**config.mk**
```make
export PLATFORM = sky130hd
export DESIGN_NAME = ctrl_word_decoder_flat
export DESIGN_NICKNAME = d
export VERILOG_FILES = /design/src/rtl/ctrl_pkg.sv /design/src/rtl/ctrl_word_decoder_if.sv /design/src/rtl/rise_detect.sv /design/src/rtl/ctrl_word_decoder.sv /design/src/flat_wrapper.sv
export SDC_FILE = /design/constraint.sdc
export NUM_CORES = 1
export LEC_CHECK = 0
export CELL_PAD_IN_SITES_DETAIL_PLACEMENT = 0
export CELL_PAD_IN_SITES_GLOBAL_PLACEMENT = 1
export CORE_MARGIN = 10
export CORE_UTILIZATION = 39
export DETAILED_ROUTE_END_ITERATION = 12
export PLACE_DENSITY = 0.86
export SLEW_MARGIN = 30
export SYNTH_ARGS = -nofsm -noshare
export SYNTH_HDL_FRONTEND = slang
export SYNTH_HIERARCHICAL = 1
export SYNTH_SLANG_ARGS = --single-unit
```
**constraint.sdc**
```tcl
create_clock -name clk_clk -period 7.8 [get_ports clk_clk]
set_input_delay 1.56 -clock clk_clk [delete_from_list [all_inputs] [get_ports clk_clk]]
set_output_delay 1.56 -clock clk_clk [all_outputs]
set_load 0.02 [all_outputs]
```
**src/rtl/ctrl_pkg.sv**
```systemverilog
// Shared definitions for the HPS control-word decoder: word layout, opcodes,
// run-state encoding and a saturating-increment helper.
package ctrl_pkg;

    localparam int unsigned PARAM_W = 24;

    localparam int unsigned OPC_MSB  = 31;
    localparam int unsigned OPC_LSB  = 28;
    localparam int unsigned ADDR_MSB = 27;
    localparam int unsigned ADDR_LSB = 24;
    localparam int unsigned VAL_MSB  = 23;
    localparam int unsigned VAL_LSB  = 0;

    typedef logic [3:0] opcode_t;

    localparam opcode_t OP_NOP       = 4'h0;
    localparam opcode_t OP_WRITE_REG = 4'h1;
    localparam opcode_t OP_START     = 4'h2;
    localparam opcode_t OP_ABORT     = 4'h3;

    typedef enum logic [1:0] {
        StIdle,
        StArmed,
        StRunning
    } state_e;

    function automatic logic [7:0] sat_inc8(input logic [7:0] v);
        return (v == 8'hFF) ? v : v + 8'd1;
    endfunction

endpackage

```
**src/rtl/ctrl_word_decoder_if.sv**
```systemverilog
// Conduit bundle between the HPS control word source, the decoder and the
// compute core. The slave side is the decoder.
interface ctrl_word_decoder_if #(
    parameter int unsigned NUM_REGS = 8
) ();
    import ctrl_pkg::*;

    logic [31:0]                 control_data;
    logic                        control_set;
    logic [NUM_REGS*PARAM_W-1:0] params;
    logic                        start_valid;
    logic                        start_ready;
    logic                        core_done;
    logic                        abort;
    logic                        busy;
    logic [7:0]                  err_count;
    logic [15:0]                 cmd_count;

    modport master (
        output control_data, control_set, start_ready, core_done,
        input  params, start_valid, abort, busy, err_count, cmd_count
    );

    modport slave (
        input  control_data, control_set, start_ready, core_done,
        output params, start_valid, abort, busy, err_count, cmd_count
    );

endinterface

```
**src/rtl/rise_detect.sv**
```systemverilog
// Registered rising-edge detector; the history flop clears on reset so a level
// already high when reset releases is reported as a fresh edge.
module rise_detect (
    input  logic clk,
    input  logic rst,
    input  logic sig,
    output logic rise
);

    logic sig_q;

    always_ff @(posedge clk) begin
        if (rst) sig_q <= 1'b0;
        else     sig_q <= sig;
    end

    assign rise = sig & ~sig_q;

endmodule

```
**src/rtl/ctrl_word_decoder.sv**
```systemverilog
// Decodes HPS control words into parameter writes and start/abort commands,
// tracks the core's run state and counts accepted and rejected commands.
module ctrl_word_decoder
    import ctrl_pkg::*;
#(
    parameter int unsigned NUM_REGS = 8
) (
    input logic               clk_clk,
    input logic               reset_reset,
    ctrl_word_decoder_if.slave bus
);

    logic                  set_rise;
    opcode_t               opcode;
    logic [3:0]            addr;
    logic [PARAM_W-1:0]    value;
    logic                  addr_ok;

    logic                  accept;
    logic                  reject;
    logic                  do_write;
    logic                  do_start;
    logic                  do_abort;

    state_e                state_q, state_d;
    logic                  abort_q;
    logic [7:0]            err_q;
    logic [15:0]           cmd_q;
    logic [PARAM_W-1:0]    regs_q [NUM_REGS];
    logic                  start_valid;
    logic                  busy;

    rise_detect u_set_rise (
        .clk  (clk_clk),
        .rst  (reset_reset),
        .sig  (bus.control_set),
        .rise (set_rise)
    );

    assign opcode  = bus.control_data[OPC_MSB:OPC_LSB];
    assign addr    = bus.control_data[ADDR_MSB:ADDR_LSB];
    assign value   = bus.control_data[VAL_MSB:VAL_LSB];
    assign addr_ok = {28'd0, addr} < NUM_REGS;

    always_comb begin
        accept   = 1'b0;
        reject   = 1'b0;
        do_write = 1'b0;
        do_start = 1'b0;
        do_abort = 1'b0;
        if (set_rise) begin
            case (opcode)
                OP_NOP: accept = 1'b1;
                OP_WRITE_REG: begin
                    if (state_q == StIdle && addr_ok) begin
                        accept   = 1'b1;
                        do_write = 1'b1;
                    end else begin
                        reject = 1'b1;
                    end
                end
                OP_START: begin
                    if (state_q == StIdle) begin
                        accept   = 1'b1;
                        do_start = 1'b1;
                    end else begin
                        reject = 1'b1;
                    end
                end
                OP_ABORT: begin
                    accept   = 1'b1;
                    do_abort = 1'b1;
                end
                default: reject = 1'b1;
            endcase
        end
    end

    always_ff @(posedge clk_clk) begin
        if (reset_reset) state_q <= StIdle;
        else             state_q <= state_d;
    end

    // Abort takes priority over a same-cycle handshake or completion.
    always_comb begin
        state_d = state_q;
        unique case (state_q)
            StIdle:    if (do_start) state_d = StArmed;
            StArmed: begin
                if (do_abort)             state_d = StIdle;
                else if (bus.start_ready) state_d = StRunning;
            end
            StRunning: begin
                if (do_abort || bus.core_done) state_d = StIdle;
            end
            default:   state_d = StIdle;
        endcase
    end

    always_comb begin
        start_valid = 1'b0;
        busy        = 1'b0;
        unique case (state_q)
            StIdle:    ;
            StArmed: begin
                start_valid = 1'b1;
                busy        = 1'b1;
            end
            StRunning: busy = 1'b1;
            default:   ;
        endcase
    end

    always_ff @(posedge clk_clk) begin
        if (reset_reset) begin
            abort_q <= 1'b0;
            err_q   <= 8'd0;
            cmd_q   <= 16'd0;
        end else begin
            abort_q <= do_abort;
            if (reject) err_q <= sat_inc8(err_q);
            if (accept) cmd_q <= cmd_q + 16'd1;
        end
    end

    always_ff @(posedge clk_clk) begin
        if (reset_reset) begin
            for (int i = 0; i < NUM_REGS; i++) regs_q[i] <= '0;
        end else begin
            for (int i = 0; i < NUM_REGS; i++) begin
                if (do_write && addr == 4'(i)) regs_q[i] <= value;
            end
        end
    end

    always_comb begin
        bus.params = '0;
        for (int i = 0; i < NUM_REGS; i++) bus.params[i*PARAM_W +: PARAM_W] = regs_q[i];
    end

    assign bus.start_valid = start_valid;
    assign bus.busy        = busy;
    assign bus.abort       = abort_q;
    assign bus.err_count   = err_q;
    assign bus.cmd_count   = cmd_q;

endmodule

```
**src/flat_wrapper.sv**
```systemverilog
// flat-port wrapper written by rule: the top's interface ports become plain ports
module ctrl_word_decoder_flat import ctrl_pkg::*;
#(
    parameter int unsigned NUM_REGS = 8
)
  (clk_clk, reset_reset, bus_control_data, bus_control_set, bus_start_ready, bus_core_done, bus_params, bus_start_valid, bus_abort, bus_busy, bus_err_count, bus_cmd_count);
  ctrl_word_decoder_if #(.NUM_REGS(NUM_REGS)) bus_i ();
  input logic clk_clk;
  input logic reset_reset;
  input wire logic [$bits(bus_i.control_data)-1:0] bus_control_data;
  input wire logic [$bits(bus_i.control_set)-1:0] bus_control_set;
  input wire logic [$bits(bus_i.start_ready)-1:0] bus_start_ready;
  input wire logic [$bits(bus_i.core_done)-1:0] bus_core_done;
  output wire logic [$bits(bus_i.params)-1:0] bus_params;
  output wire logic [$bits(bus_i.start_valid)-1:0] bus_start_valid;
  output wire logic [$bits(bus_i.abort)-1:0] bus_abort;
  output wire logic [$bits(bus_i.busy)-1:0] bus_busy;
  output wire logic [$bits(bus_i.err_count)-1:0] bus_err_count;
  output wire logic [$bits(bus_i.cmd_count)-1:0] bus_cmd_count;
  assign bus_i.control_data = bus_control_data;
  assign bus_i.control_set = bus_control_set;
  assign bus_i.start_ready = bus_start_ready;
  assign bus_i.core_done = bus_core_done;
  assign bus_params = bus_i.params;
  assign bus_start_valid = bus_i.start_valid;
  assign bus_abort = bus_i.abort;
  assign bus_busy = bus_i.busy;
  assign bus_err_count = bus_i.err_count;
  assign bus_cmd_count = bus_i.cmd_count;
  ctrl_word_decoder #(.NUM_REGS(NUM_REGS)) u_core (.clk_clk(clk_clk), .reset_reset(reset_reset), .bus(bus_i));
endmodule
```
Word level (Yosys, flattened, before mapping)

Memory sizes are Yosys's and may differ from the RTL's.
Index checks and enable logic that the tools add are counted.

Bits in registers: 28
Bits in writable memories: 192
Output and inout bits: 219
Word-level logic and storage cells: 108
Memories: 1

$add $sub $neg: 2
Order comparisons: 1
Equal/unequal tests: 16
Muxes and demuxes: 55
Bitwise gates (word level): 11
Reduce and logical (&&, ||, !) cells: 17

Memories:

| memory        | depth | bits a word | rd ports | clocked after memory_dff | write ports | line                    | text |
|---|---|---|---|---|---|---|---|
| u_core.regs_q | 8     | 24          | 8        | 0                        | 8           | ctrl_word_decoder.sv:29 | `logic [PARAM_W-1:0] regs_q [NUM_REGS];` |

Operators with widths:

| cell                    | count |
|---|---|
| $mux W24                | 8 |
| $mux W1                 | 40 |
| $add A16 B1 Y16 const B | 1 |
| $eq A4 B2 Y1 const B    | 4 |
| $eq A4 B3 Y1 const B    | 4 |
| $logic_and A1 B1 Y1     | 9 |
| $add A8 B1 Y8 const B   | 1 |
| $eq A4 B1 Y1 const B    | 2 |
| $eq A8 B8 Y1 const B    | 1 |
| $logic_not A4 Y1        | 2 |
| $mux W2                 | 4 |
| $or A1 B1 Y1            | 8 |
| $pmux W1 S3             | 2 |
| $pmux W2 S3             | 1 |
| $lt A4 B4 Y1 const B    | 1 |
| $ne A2 B1 Y1 const B    | 2 |
| $reduce_or A2 Y1        | 2 |
| $ne A3 B2 Y1 const B    | 1 |
| $reduce_and A3 Y1       | 1 |
| $eq A2 B1 Y1 const B    | 1 |
| $eq A2 B2 Y1 const B    | 1 |
| $logic_not A2 Y1        | 1 |
| $not A1 Y1              | 2 |
| $reduce_and A2 Y1       | 1 |
| 2 further kinds         | 2 |

Longest topological paths before layout

Gate-level depths: netlist of run 1.

Depth after elaboration: 10
Mapped depth: 8

By module

Netlist of run 1, hierarchy kept.

By module, submodules not included:

| module            | instances | cells an instance | area an instance (um^2) | sequential area each (um^2) |
|---|---|---|---|---|
| ctrl_word_decoder | 1         | 598               | 8334.2                  | 6306.0 |
| rise_detect       | 1         | 3                 | 47.5                    | 20.0 |

Worst setup path before layout of run 1

OpenSTA, ideal clock, no wires.

Kind: input to register
From: input bus_control_set
To: memory u_core.regs_q[6][0] (netlist: u_core/regs_q[1][48]) (enable)
Setup time: 0.410 ns
Arrival time: 3.844 ns
Slack: 3.545 ns
Stages: 4
Path buffers: 0
Cells stage by stage: nor2b_4 > or3b_1 > or4_4 > o21bai_1

RTL lines:

| item               | line                    | text |
|---|---|---|
| start: declaration | flat_wrapper.sv:11      | `input wire logic [$bits(bus_i.control_set)-1:0] bus_control_set;` |
| end: declaration   | ctrl_word_decoder.sv:29 |  |

==> results.py, run 1 <==
metrics = {
    "finish": {
        "design_area_um2": 12030,
        "finalNetCount": 906,
        "drive_gt1_frac": 0.09308,
        "syn_to_final_growth_pct": 43.51,
    },
    "route": {
        "final_antenna_net_count": 0,
        "drtIter0Drc": 370,
        "vias_per_cell": 4.908,
        "routed_wl_mm": 24.67,
        "firstDrtPassIters": 4,
        "vias": 5678,
        "drc": 0,
        "wire_per_inst_um": 21.32,
    },
    "critical_path": {
        "r2r-start": "u_core/u_set_rise/sig_q",
        "cp.required_ns": 7.93,
        "crit_type": "in -> reg",
        "crit_path_end": "u_core/regs_q[0][55]",
        "critPathLaunchType": "input pin",
        "cp-startpoint": "bus_control_set",
        "reg2reg_depth": 6,
        "rrSetupSlack_ns": 4.49,
        "r2r_end": "u_core/regs_q[0][55]",
        "cp-end-kind": "flip-flop",
        "cp.arrival_ns": 4.70,
        "cp_max_fo": 24,
    },
    "grt": {
        "antenna_found_initial": 3,
        "grt_pass1_wl_mm": 36.68,
        "track_usage": 0.1683,
        "grt_pass1_vias": 5728,
        "gr-total-overflow": 0,
        "grt_max_degree": 56,
    },
    "yosys": {
        "syn_area_per_cell_um2": 13.95,
        "ys.flop_type": "edfxtp_1",
        "synthCells": 601,
        "async_flop_share": 0,
        "synth_warnings": 6,
        "netlist_area_um2": 8382,
        "syn_nets": 644,
        "yosys.area.top_type_share": 0.6879,
        "ys_seq_area_frac": 0.7547,
        "yosys.area.top_type": "edfxtp_1",
        "synth_seq_cells": 220,
        "synth_cell_types": 45,
        "synth_area_leaders": "edfxtp_1 (69%), dfxtp_1 (6.7%), nor2_1 (6.0%)",
        "synth_edf_count": 192,
    },
    "pwr": {
        "leakage_nw": 4.294,
        "vdd_drop_max_uv": 127.5,
        "power_density_nw_per_um2": 232.8,
    },
    "floorplan": {
        "die-area_um2": 27760,
        "core_area_um2": 21090,
        "die_w_um": 166.6,
        "io-pin-count": 256,
        "num_rows": 53,
        "dieHeight_um": 166.6,
        "start_util": 0.3975,
    },
    "clock_tree": {
        "cts_tree": "yes",
        "cts_buffers": 24,
        "post_cts_resized": 0,
        "cts_setup_buffers": 0,
        "cts_sinks": 220,
        "postCtsHoldBufs": 0,
        "clock_latency_ns": 0.50,
        "cts_root_buffer": "clkbuf_16",
        "htreeDepth": 1,
        "clk_pin_slew_ns": 0.06,
        "clockBufferDepth": 3,
    },
    "sta": {
        "finClkSkew_ns": 0.008563,
        "hold_viol": 0,
        "drv_slew": 0,
        "setup_tns_ns": 0,
        "rsz0062_at_grt": "false",
        "maxSlewHeadroom": 0.3925,
        "worst_slew_pin_slew_ns": 0.9088,
        "max_clock_freq_ghz": 0.2190,
        "finalCritPeriodShare": 0.5853,
        "fin_crit_ns": 4.565,
        "setup_violations": 0,
        "hold_ws_ns": 0.4959,
    },
    "placement": {
        "place_congestion": 0.7662,
        "portBuffers": 255,
        "hpwlAfterDp_mm": 17.52,
        "postPlaceCellArea_um2": 11210,
    },
    "job": {
        "cap_violations": 0,
    },
    "min_path": {
        "hp-class": "reg -> reg",
        "holdPathStages": 2,
    },
    "outcome": {
        "status": "finished clean",
    },
}
-- critical path: stages --
cell and delay (ns):
clkdlybuf4s50_1 0.48, nor2b_4 0.22, or3b_1 0.42, nor4_1 0.76, nand3b_1 0.50, buf_6 0.31, nand2b_2 0.44
-- worst min-delay path by stage --
| stage | startpoint | to | slack (ns) |
|---|---|---|---|
| 2_1_floorplan | u_core/state_q[0] | u_core/state_q[0] | 0.51 |
| 3_3_place_gp | u_core/bus.cmd_count[15] | u_core/bus.cmd_count[15] | 0.47 |
| 3_5_place_dp | u_core/bus.cmd_count[15] | u_core/bus.cmd_count[15] | 0.48 |
| 4_1_cts | u_core/bus.cmd_count[15] | u_core/bus.cmd_count[15] | 0.50 |
| 5_1_grt | u_core/bus.cmd_count[14] | u_core/bus.cmd_count[14] | 0.52 |
| 6_report | u_core/bus.cmd_count[15] | u_core/bus.cmd_count[15] | 0.50 |
-- per-stage QoR --
| stage | instances | total power [mW] | setup WS, ns | utilization |
|---|---|---|---|---|
| floorplan | 601 | 1.528 | 3.545 | - |
| global placement | 1111 | 1.689 | 1.936 | 0.5314 |
| detailed placement | 1111 | 1.694 | 2.227 | 0.5317 |
| CTS | 1155 | 2.828 | 2.739 | 0.5697 |
| global route | 1156 | 2.903 | 3.030 | 0.5703 |
| finish | 1157 | 2.800 | 3.235 | 0.5704 |
-- area by class of cell --
type	count	area, um2
Antenna cell	1	2.502
Clock buffer	28	636.9
Clock inverter	16	163.9
Fill cell	1701	9059
Inverter	33	123.9
Multi-Input combinational cell	321	1821
Sequential cell	220	6326
Tap cell	275	344.1
Timing Repair Buffer	263	2611
-- power by group --
group | internal [mW] | switching, mW | leakage (nW)
Sequential | 1.33 | 0.0186 | 2.18
Clock | 0.686 | 0.449 | 0.388
Combinational | 0.133 | 0.182 | 1.73
-- synthesized netlist by cell type (all sizes together), types with 2 or more instances --
cell	number
edfxtp	192
nor2	155
nand2b	35
inv	33
dfxtp	28
clkbuf	21
a21oi	18
or4	15
o31ai	13
nor2b	12
nand2	10
nand3	8
buf	6
ha	6
mux2	6
nand4	6
nor4	5
nor3	3
nor3b	3
o21ai	3
and4	2
mux2i	2
nand3b	2
o21bai	2
or3	2
-- metal layers --
layer  wire length, um  global-route usage
met1              9819              0.1962
met2             12060              0.2892
met3              2315             0.06213
met4               444             0.03818
met5                29                   0
-- registers in the layout, indices dropped and copies added, names as in the netlist --
register and count:
u_core/bus.abort 1, u_core/bus.cmd_count 16, u_core/bus.err_count 8, u_core/regs_q 192, u_core/state_q 2, u_core/u_set_rise/sig_q 1
-- layout by cell type (no fill, tap or decap), types with 3 or more instances in the layout --
| master | instances |
|---|---|
| buf_4 | 7 |
| nor2_2 | 18 |
| nand3_1 | 8 |
| mux2_2 | 6 |
| bufinv_16 | 3 |
| clkdlybuf4s50_1 | 254 |
| clkbuf_16 | 25 |
| o21ai_0 | 3 |
| nor2_1 | 135 |
| clkinv_2 | 4 |
| a21oi_1 | 18 |
| clkinv_1 | 5 |
| nand2b_1 | 32 |
| edfxtp_1 | 192 |
| nor2b_1 | 10 |
| dfxtp_1 | 28 |
| or4_1 | 13 |
| nand2b_2 | 3 |
| nand4_1 | 6 |
| inv_1 | 33 |
| nor4_1 | 5 |
| nand2_1 | 10 |
| clkbuf_1 | 3 |
| nor3b_1 | 3 |
| ha_1 | 6 |
| o31ai_1 | 13 |
| nor3_1 | 3 |
-- cells by family (layout without fill, tap and decap cells) --
kind of cell / after synthesis / count (layout) / share of synthesized area
AOI/OAI and AO/OA: 43 / 43 / 0.03299
xor gates and xnor gates: 1 / 1 / 0.001045
adders and majority gates: 6 / 6 / 0.008956
buffers and inverters: 60 / 340 / 0.03195
DFF: 220 / 220 / 0.7547
muxes: 8 / 8 / 0.01045
other: 0 / 1 / 0
and+or+nand+nor: 263 / 263 / 0.1599
Note: power is estimated with default switching activity, not from simulation.
==> inputs of run 2 (changes only) <==
CORE_UTILIZATION = 37   (was 39)
PLACE_DENSITY = 0.82   (was 0.86)
clock period = 4.4 ns   (was 7.8 ns; I/O delays follow)
==> run 2 against run 1 <==
Compared with the run above: routed wire length increased by 3.3%; power increased by 73%; setup slack got worse by 2.2 ns; via count increased by 1.2%; final cell count increased by 1.8%; hold slack improved by 0.0089 ns; sequential share of layout area decreased by 0.11 points; global-route usage decreased by 0.15 points; critical path depth unchanged.
==> results.py, run 2 (synthesis results as in run 1) <==
metrics = {
    "pwr": {
        "power_frac_clock": 0.388,
        "seqPwrFrac": 0.494,
        "fin_total_pwr_mw": 4.841,
        "power_density_nw_per_um2": 401.6,
        "vdd_drop_max_uv": 261.7,
        "switching_share": 0.2377,
        "p_int_mw": 3.690,
        "leakage_nw": 4.314,
        "p_comb_frac": 0.118,
        "power.switching_mw": 1.151,
    },
    "route": {
        "vias": 5746,
        "drc": 0,
        "routed_wl_mm": 25.48,
        "wire_per_inst_um": 21.63,
        "final_antenna_net_count": 0,
        "firstDrtPassIters": 5,
        "vias_per_cell": 4.878,
        "drtIter0Drc": 394,
    },
    "clock_tree": {
        "htreeDepth": 1,
        "postCtsHoldBufs": 0,
        "cts_sinks": 220,
        "post_cts_resized": 0,
        "cts_setup_buffers": 0,
        "clk_pin_slew_ns": 0.06,
        "cts_tree": "yes",
        "clockBufferDepth": 3,
        "clock_latency_ns": 0.51,
        "cts_buffers": 24,
        "cts_root_buffer": "clkbuf_16",
    },
    "placement": {
        "hpwlAfterDp_mm": 18.17,
        "place_congestion": 0.7879,
        "portBuffers": 255,
    },
    "sta": {
        "rsz0062_at_grt": "false",
        "hold_viol": 0,
        "setup_tns_ns": 0,
        "fin_crit_ns": 3.377,
        "setup_violations": 0,
        "worst_slew_pin_slew_ns": 0.7864,
        "max_clock_freq_ghz": 0.2961,
        "finalCritPeriodShare": 0.7675,
        "finClkSkew_ns": 0.01212,
        "maxSlewHeadroom": 0.4757,
        "drv_slew": 0,
    },
    "job": {
        "cap_violations": 0,
    },
    "critical_path": {
        "reg2reg_depth": 6,
        "cp_max_fo": 24,
        "cp-end-kind": "flip-flop",
        "cp.arrival_ns": 3.54,
        "cp.required_ns": 4.57,
        "crit_type": "in -> reg",
        "critPathLaunchType": "input pin",
    },
    "finish": {
        "fill_cells": 1866,
        "layout_commonest_cell": "clkdlybuf4s50_1",
        "syn_to_final_growth_pct": 43.81,
        "finalNetCount": 917,
        "largest_register_ff_count": 192,
        "final_cell_mix": "clkdlybuf4s50_1 (254), edfxtp_1 (192), nor2_1 (135), nand2b_1 (34), inv_1 (33)",
        "top_register": "u_core/regs_q",
        "drive_gt1_frac": 0.09764,
    },
    "grt": {
        "grt_max_degree": 42,
        "track_usage": 0.1668,
        "gr-total-overflow": 0,
        "antenna_found_initial": 3,
        "grt_pass1_vias": 5757,
        "grt_pass1_wl_mm": 36.52,
    },
    "floorplan": {
        "die_w_um": 170.5,
        "num_rows": 55,
        "start_util": 0.3736,
        "die-area_um2": 29070,
        "core_area_um2": 22430,
        "io-pin-count": 256,
        "dieHeight_um": 170.5,
    },
    "outcome": {
        "status": "finished clean",
    },
    "min_path": {
        "hp-class": "reg -> reg",
        "holdPathStages": 2,
    },
}
## run 2: changes by cell type in the layout (fill, tap and decap cells not counted), moves of 2 or more
cell / before / now
clkinv_1: 5 / 8
nand2b_2: 3 / 1
buf_4: 7 / 19
nand2b_1: 32 / 34
bufinv_16: 3 / 1
## run 2: final cells by class
class	count	area, um2	area share
antenna	2	5.005	0.0004152
clock buffer	27	633.1	0.05252
clock inverter	16	105.1	0.008719
inverter	33	123.9	0.01028
multi-input combinational	321	1814	0.1505
sequential	220	6326	0.5248
tap	285	356.6	0.02958
timing repair buffer	274	2690	0.2232
## run 2: critical path, stage by stage
cell             delay [ns]
clkdlybuf4s50_1        0.48
nor2b_4                0.22
or3b_1                 0.44
or4_4                  0.59
or4_4                  0.44
or2b_1                 0.16
buf_4                  0.31
## run 2: worst paths after layout
kind,from,endpoint,slack [ns]
worst min-delay path,u_core/bus.err_count[7],u_core/bus.err_count[7],0.50
worst max register to register,u_core/u_set_rise/sig_q,u_core/regs_q[1][9],1.60
worst max-delay path,bus_control_set,u_core/regs_q[1][9],1.02
worst min register to register,u_core/bus.err_count[7],u_core/bus.err_count[7],0.50
## run 2: routing by layer
layer  global-route usage  vias to the layer above  wire, um
met5                    0                        -        13
met4              0.03890                        2       395
met3              0.05300                       28      2492
met2               0.2810                      263     12270
met1               0.2041                     2778     10310
li1                     -                     2675         -
## run 2: power by group through the flow
stage	combinational, mW	sequential (mW)	clock [mW]
CTS	0.580	2.39	1.92
floorplan	0.164	2.54	0
global placement	0.574	2.43	0
detailed placement	0.578	2.44	0
finish	0.573	2.39	1.88
global route	0.614	2.40	2.01
## run 2: per-stage QoR
| step | hold slack [ns] | worst slack [ns] | instance area [um2] | util | std cells |
|---|---|---|---|---|---|
| floorplan | 0.5080 | 0.8254 | 8382 | - | 601 |
| detailed placement | 0.4811 | 0.5083 | 11310 | 0.5042 | 1133 |
| CTS | 0.5008 | 1.030 | 12050 | 0.5371 | 1176 |
| global route | 0.5315 | 0.9313 | 12050 | 0.5371 | 1176 |
| global placement | 0.4807 | 0.5313 | 11310 | 0.5042 | 1133 |
| finish | 0.5049 | 1.023 | 12050 | 0.5373 | 1178 |
